File: src/rtl/fft_input_loader.sv
// rtl/fft_input_loader.sv - serial-to-4-lane ping-pong frame loader for the pipelined FFT
//
// Buffers N-point frames of serial complex samples in two banks and replays each
// completed frame as N/4 words of 4 lanes, with lane k of word j = sample j + k*N/4.
//
// Ports:
//   clk          sole clock, rising edge
//   reset_n      asynchronous active-low reset
//   in_valid     in_data holds a sample this cycle
//   in_data      serial sample, natural order (nb bits)
//   start        one-cycle pulse with word 0 of each frame
//   out_valid    output_data holds a valid word
//   output_data  4 lanes, lane 0 in the least significant nb bits

module fft_input_loader #(
   parameter int nb = 16,
   parameter int N  = 16
) (
   input  logic            clk,
   input  logic            reset_n,
   input  logic            in_valid,
   input  logic [nb-1:0]   in_data,
   output logic            start,
   output logic            out_valid,
   output logic [4*nb-1:0] output_data
);

   localparam int LW = $clog2(N);
   localparam int RW = LW - 2;
   localparam int Q  = N / 4;

   typedef enum logic {IDLE, READ} state_t;

   logic [nb-1:0] mem [2][N];

   logic [LW-1:0] wp;
   logic          wsel;
   logic [1:0]    full;      // per bank: frame complete and not yet drained
   logic [RW-1:0] rp;
   logic          rsel;
   state_t        state, state_nx;

   logic          emit;
   logic          rb;
   logic [RW-1:0] ri;
   logic          rsel_nx;
   logic [RW-1:0] rp_nx;
   logic [1:0]    clr;
   logic [1:0]    set;
   logic [4*nb-1:0] word;

   // Storage has no reset; partial frames are simply overwritten.
   always_ff @(posedge clk) begin
      if (in_valid)
         mem[wsel][wp] <= in_data;
   end

   // Read side: IDLE emits word 0 directly when a bank is full, which gives
   // one-cycle latency from the last accepted sample to word 0.
   always_comb begin
      state_nx = state;
      emit     = 1'b0;
      rb       = rsel;
      ri       = rp;
      rsel_nx  = rsel;
      rp_nx    = rp;
      clr      = 2'b00;
      case (state)
         IDLE: begin
            if (|full) begin
               emit = 1'b1;
               rb   = full[0] ? 1'b0 : 1'b1;
               ri   = '0;
            end
         end
         READ: emit = 1'b1;
         default: state_nx = IDLE;
      endcase
      if (emit) begin
         rsel_nx  = rb;
         rp_nx    = ri + 1'b1;
         state_nx = READ;
         if (ri == RW'(Q - 1)) begin
            clr[rb] = 1'b1;
            // Other bank already waiting: chain straight into its word 0.
            if (full[~rb]) begin
               rsel_nx = ~rb;
               rp_nx   = '0;
            end else begin
               state_nx = IDLE;
            end
         end
      end
   end

   // Lane k address is {k, ri}, i.e. ri + k*N/4.
   always_comb begin
      word = '0;
      for (int k = 0; k < 4; k++)
         word[k*nb +: nb] = mem[rb][{2'(k), ri}];
   end

   assign set = (in_valid && wp == LW'(N - 1)) ? (2'b01 << wsel) : 2'b00;

   always_ff @(posedge clk or negedge reset_n) begin
      if (!reset_n) begin
         wp          <= '0;
         wsel        <= 1'b0;
         full        <= 2'b00;
         rp          <= '0;
         rsel        <= 1'b0;
         state       <= IDLE;
         start       <= 1'b0;
         out_valid   <= 1'b0;
         output_data <= '0;
      end else begin
         if (in_valid) begin
            wp <= wp + 1'b1;
            if (wp == LW'(N - 1))
               wsel <= ~wsel;
         end
         // Set and clear always target different banks.
         full      <= (full & ~clr) | set;
         rp        <= rp_nx;
         rsel      <= rsel_nx;
         state     <= state_nx;
         out_valid <= emit;
         start     <= emit && (ri == '0);
         if (emit)
            output_data <= word;
      end
   end

endmodule

File: config.mk
export PLATFORM = sky130hd
export DESIGN_NAME = fft_input_loader
export DESIGN_NICKNAME = d
export VERILOG_FILES = /design/src/rtl/fft_input_loader.sv
export SDC_FILE = /design/constraint.sdc
export NUM_CORES = 1
export LEC_CHECK = 0
export ABC_CLOCK_PERIOD_IN_PS = 2300
export BUFFER_PORTS_ARGS = -buffer_cell sky130_fd_sc_hd__buf_2
export CAP_MARGIN = 25
export CORE_MARGIN = 5
export CORE_UTILIZATION = 30
export CTS_CLUSTER_DIAMETER = 120
export DETAILED_ROUTE_END_ITERATION = 8
export RECOVER_POWER = 50
export SYNTH_ARGS = -nofsm -noshare
export SYNTH_HDL_FRONTEND = slang
export SYNTH_SLANG_ARGS = --single-unit
File: constraint.sdc
create_clock -name clk -period 2.3 [get_ports clk]
set_input_delay 0.46 -clock clk [delete_from_list [all_inputs] [get_ports clk]]
set_output_delay 0.46 -clock clk [all_outputs]
set_load 0.01 [all_outputs]
After elaboration in Yosys (flattened, before gate mapping). Memories as Yosys holds them, arrays and structs flattened. Index checks and enable logic that the tools add are counted.

Latch bits: 0. Memories kept: 1. Memory bits (writable): 512. Flip-flop bits (word level): 77. Bits of input ports: 19. Output and inout bits: 66. Memory bits (read-only): 0.

Order comparisons: 9. Muxes and demuxes: 36. $add $sub $neg: 2. Bitwise logic cells: 11. Equal/unequal tests: 2. Shift-type cells: 1. Div/mod/pow operators: 0. Reductions and logical operators: 7. Multipliers: 0.

Memory list: mem (words 2, bits a word 256, read ports 1, clocked after memory_dff 0, write ports 1, line 34) `logic [nb-1:0] mem [2][N];`.

Operators with widths (count): 16-bit binary-select mux with 4-bit select (4); 256-bit two-way mux (1); 16-bit two-way mux (9); 16-bit demux with 4-bit select (1); 5-bit >= comparator, second input constant (5); 4-bit inverter with 5-bit output (3); 2-bit two-way mux (7); 1-bit two-way mux (12); 5-bit by 1-bit < comparator with 1-bit output, second input constant (1); 2-bit inverter with 5-bit output (1); 3-bit inverter with 5-bit output (1); 4-bit by 1-bit adder with 4-bit output, second input constant (1); 4-bit == test, second input constant (1); 1-bit logical AND (4); 1-bit by 2-bit < comparator with 1-bit output, second input constant (2); 1-bit inverter (3); 2-bit by 1-bit adder with 2-bit output, second input constant (1); 2-bit bitwise AND (1); 2-bit == test, second input constant (1); 2-bit zero test (1); 2-bit inverter (1); 2-bit bitwise OR (1); 1-bit case mux with 2 select lines (1); 2-bit AND reduction (1); other kinds (4) (4).

Longest topological paths before layout.
Depth in word-level cells: 12. Mapped depth: 10. Gate-level depth less buffers: 8.

Worst setup path before layout. No wires, ideal clock.

Path type: flip-flop to flip-flop. Start point: register wp[3]. End point: memory mem[0][240] (netlist bit), enable pin. Cell stages (with the launch flop): 4. Arrival time: 2.010 ns. Clock period less this slack: 2.419 ns. Buffers on the path: 1. Path slack: -0.119 ns. Setup time: 0.409 ns. Cell sequence: dfrtp_1 -> or2_2 -> clkbuf_1 -> nor3_1.

Word-level cells in the longest chain between the ends: 6. Elaborated cells between the ends (all ways): 7. Those cells by class: order compare (2); mux (3); bitwise (1); reduce/logical (1).

Ends and longest elaborated chain: start, declared (line 36) `logic [LW-1:0] wp;`; start signal, assigned (line 118) `wp <= wp + 1'b1;`; 4-bit inverter with 5-bit output (not written as such) (*) (line 55) `mem[wsel][wp] <= in_data;`; 5-bit >= comparator (not written as such) or 5-bit by 1-bit < comparator with 1-bit output (tied branches) (line 55); 1-bit logical AND (not written as such) (line 55); 16-bit two-way mux (not written as such) (line 55); 16-bit demux with 4-bit select (*) (line 55); 256-bit two-way mux (not written as such) (*) (line 55); end, declared (line 34).

Mark *: on every way between the ends. The rest lies on a longest branch, timed or not.

Worst setup path after layout.
Start point: register state. End point: register output_data[29].

Word-level cells in the longest chain between the ends: 5. Elaborated cells between the ends (all ways): 9. Those cells by class: mux (6); bitwise (2); memory (1).

Ends and longest elaborated chain: start, declared (line 41) `state_t state, state_nx;`; start signal, assigned (line 126) `state <= state_nx;`; 1-bit two-way mux or 2-bit two-way mux (tied branches) (line 68) `case (state)`; memory 2 x 256 bit or 3-bit inverter with 5-bit output (tied branches); 16-bit binary-select mux with 4-bit select (line 100) `word[k*nb +: nb] = mem[rb][{2'(k), ri}];`; 16-bit two-way mux (not written as such) (2 in a row) (line 100); end signal, assigned (line 130) `output_data <= word;`; end, declared (line 25) `output logic [4*nb-1:0] output_data`.

Several ways; a longest one is shown, not always the timed one. The select of a mux whose other input is x is not followed. A chain may end at the register's enable or synchronous reset.

==> out/metrics.yaml <==
max_freq_mhz: 471.7
power_mw: 34.77
cp_num_cells: 6
die_y_um: 281.8
async_flop_share_pct: 13.07
cts_tree: "built"
buffer_ports.inserted: 84
critPathSlowestCell: "o21ai_4"
avgViaCountPerCell: 4.906
p_leak_nw: 8.565
wl_per_cell_um: 23.01
synth_nets: 1208
critPathLaunch: "state"
gp_congestion: 0.7747
dp_slack_ps: 91.93
drc: 0
fin_skew_ps: 15.36
fin_cells: 2342
clk_latency_ps: 610
crit-reg2reg-launch: "state"
critical-path-top-delay-family: "compound AO/OA/AOI/OAI gates"
yosysUniqueCellTypes: 43
crit_arrival_ps: 2610
synth_edf_count: 512
rows: 99
p_sw_share_pct: 32.46
clock_sinks: 589
grt_pass1_vias: 11622
die-area_um2: 79390
via_count: 11489
syn-instance-count: 1183
grt_usage_pct: 13.30
final_antenna_net_count: 0
slew-limit-headroom_pct: -22.60
synth-seq-cells: 589
grt-ovfl-total: 0
synth_flop_cell: "edfxtp_1"
holdWs_ps: 220.7
grt_pass1_wl_mm: 78.66
criticalPathCategory: "flop to flop"
fin_crit_sh_pct: 92.17
rsz0062_at_grt: "false"
drive_above_1_share_pct: 22.63
cts_buffers: 58
path_cells: "buf_4 -> nand2b_1 -> o21ai_4 -> buf_4 -> a32oi_1 -> o221a_1"
crit_top_cell: "buf_4"
postLayoutSetupSlackWorst_ps: 180.0
firstDrtPassIters: 5
critPathLaunchType: "flop"
switchingPower_mw: 11.29
finalCriticalPeriod_ps: 2120
crit_fanout: 11
setup_viol: 0
hold_path_class: "input port to flop"
syn-cell-area_um2: 22160
crit_required_ps: 2790
yosysWarnings: 0
irDropWorstVdd_v: 0.0008717
status: "finished with violations"
r2r_slack_ps: 180
clock_power_share_pct: 26.0
dpl.hpwl_mm: 30.20
clk_pin_slew_worst_paths_ps: 60
dr.first_iter.drc_count: 1029
endpoint: "output_data[29]"
drv_slew: 465
synth_area_per_cell_um2: 18.73
hold_violations: 0
worst_slew_pin_slew_ps: 1839
min_path_cells: 3
antenna_found_initial: 1
worst_r2r_path_depth: 6
power_frac_comb_pct: 34.5
design.core.area_um2: 73080
dpl.cell_count: 2227
clockRootBuffer: "clkbuf_16"
num_io_pins: 85
powerDensity_nw_per_um2: 1340
cts_buffer_depth: 3
die_x_um: 281.8
htree_levels: 2
seqPwrFrac_pct: 39.4
postCtsSetupRepairBufs: 0
grt_start_max_net_pins: 47
ctsResizeCount: 0
violations: "max-capacitance violations, max-slew violations"
r2r-end: "output_data[29]"
initial_utilization_pct: 30.32
ys_seq_area_share_pct: 78.09
syn_to_final_growth_pct: 17.15
wirelength_mm: 53.89
critPathBufInv: 2
end_kind: "flop"
critPathMaxStageDelay_ps: 600
layout.nets: 1355
p_int_mw: 23.48
max_cap_violations: 15
## timing repair
action                     in CTS  in global routing
hold buffers                    1                  0
setup endpoints to repair       0                  4
hold endpoints to repair       12                  0
## worst reg2reg max path, cell delays in order (launching register included)
cell and delay, ps:
dfrtp_1 450, buf_4 180, nand2b_1 240, o21ai_4 600, buf_4 290, a32oi_1 100
o221a_1 150
## kinds of logic after synthesis
group	after synthesis	share of synthesized area, %
AND/OR/NAND/NOR	236	4.365
XOR/XNOR	4	0.1581
adder cells (fa/ha/maj)	6	0.3388
buffers and inverters	77	1.948
AO/OA/AOI/OAI	148	6.268
flip-flops	589	78.09
multiplexers	123	8.832
## power by group through the flow
stage | clock [mW] | sequential (mW) | combinational [mW]
after global placement | 0 | 13.9 | 12.0
after global routing | 9.71 | 13.8 | 13.0
after detailed placement | 0 | 13.9 | 12.2
after floorplan | 0 | 13.9 | 7.86
after CTS | 9.28 | 13.7 | 12.3
final | 9.06 | 13.7 | 12.0
## placed cells by master (no fill, tap or decap), types with 5 or more instances in the layout
| master | instances |
|---|---|
| edfxtp_1 | 512 |
| nand2_1 | 163 |
| dfrtp_1 | 77 |
| mux2i_1 | 65 |
| clkbuf_16 | 59 |
| clkbuf_1 | 59 |
| mux4_2 | 58 |
| a32oi_1 | 58 |
| buf_4 | 51 |
| buf_2 | 44 |
| o221a_2 | 40 |
| nor2_1 | 30 |
| o221a_1 | 18 |
| nand3_1 | 17 |
| buf_12 | 16 |
| clkinv_2 | 12 |
| a21oi_1 | 9 |
| clkbuf_8 | 8 |
| inv_1 | 7 |
| and2_1 | 7 |
| ha_1 | 6 |
| clkinv_1 | 6 |
| nor3_2 | 5 |
| a22oi_1 | 5 |
| a41o_1 | 5 |
## worst min path at each step
stage | slack, ps | from | endpoint
final | 220 | in_valid | wp[1]
after global routing | 220 | in_valid | wp[1]
after CTS | 180 | in_valid | wp[0]
after detailed placement | 370 | reset_n | output_data[60]
after global placement | 370 | reset_n | output_data[60]
after floorplan | 160 | reset_n | full[0]
## flip-flops by register name, summed over array words and instances, names as in the netlist
| name | count |
|---|---|
| wp | 4 |
| full | 2 |
| out_valid | 1 |
| mem | 512 |
| wsel | 1 |
| rp | 2 |
| state | 1 |
| rsel | 1 |
| start | 1 |
| output_data | 64 |
## layer usage
metal / up-vias / share of wire, % / global-route usage [%]
met4: 0 / 1.8 / 3.314
met1: 6042 / 42 / 17.86
met3: 58 / 6.8 / 2.724
met5: - / 0 / 0
met2: 347 / 49 / 22.36
li1: 5042 / - / -
## metrics by stage
step,TNS (ps),utilization [%],area (um^2)
2_1_floorplan,-1280,-,22170
3_3_place_gp,0,33.06,24160
3_5_place_dp,0,33.06,24160
5_1_grt,0,35.50,25950
4_1_cts,0,35.57,26000
6_report,0,35.52,25960
## cells in the mapped netlist, types with 2 or more instances
| master | n | area share [%] |
|---|---|---|
| inv_1 | 7 | 0.12 |
| ha_1 | 6 | 0.34 |
| mux2i_1 | 65 | 2.9 |
| a21oi_1 | 9 | 0.20 |
| nand2_1 | 164 | 2.8 |
| edfxtp_1 | 512 | 69 |
| a22oi_1 | 5 | 0.17 |
| a41o_1 | 5 | 0.23 |
| o21ai_0 | 3 | 0.068 |
| o21a_1 | 2 | 0.068 |
| mux4_2 | 58 | 5.9 |
| buf_1 | 2 | 0.034 |
| buf_2 | 18 | 0.41 |
| nand3_1 | 17 | 0.38 |
| nand2b_1 | 4 | 0.11 |
| clkbuf_1 | 30 | 0.51 |
| a32oi_1 | 58 | 2.3 |
| xnor2_1 | 3 | 0.12 |
| and2_1 | 8 | 0.23 |
| buf_6 | 11 | 0.56 |
| o221a_2 | 40 | 2.0 |
| o221a_1 | 18 | 0.91 |
| nor3_1 | 6 | 0.14 |
| dfrtp_1 | 77 | 8.7 |
| buf_4 | 7 | 0.24 |
| nor2_1 | 31 | 0.53 |
## layout make-up
| type | instances | area (um^2) |
|---|---|---|
| Fill cell | 6815 | 47130 |
| Sequential cell | 589 | 17300 |
| Multi-Input combinational cell | 518 | 4488 |
| Clock buffer | 86 | 1658 |
| Tap cell | 959 | 1200 |
| Timing Repair Buffer | 155 | 1099 |
| Clock inverter | 23 | 170.2 |
| Inverter | 8 | 30.03 |
| Antenna cell | 4 | 10.01 |
(Power assumes the default switching activity.)
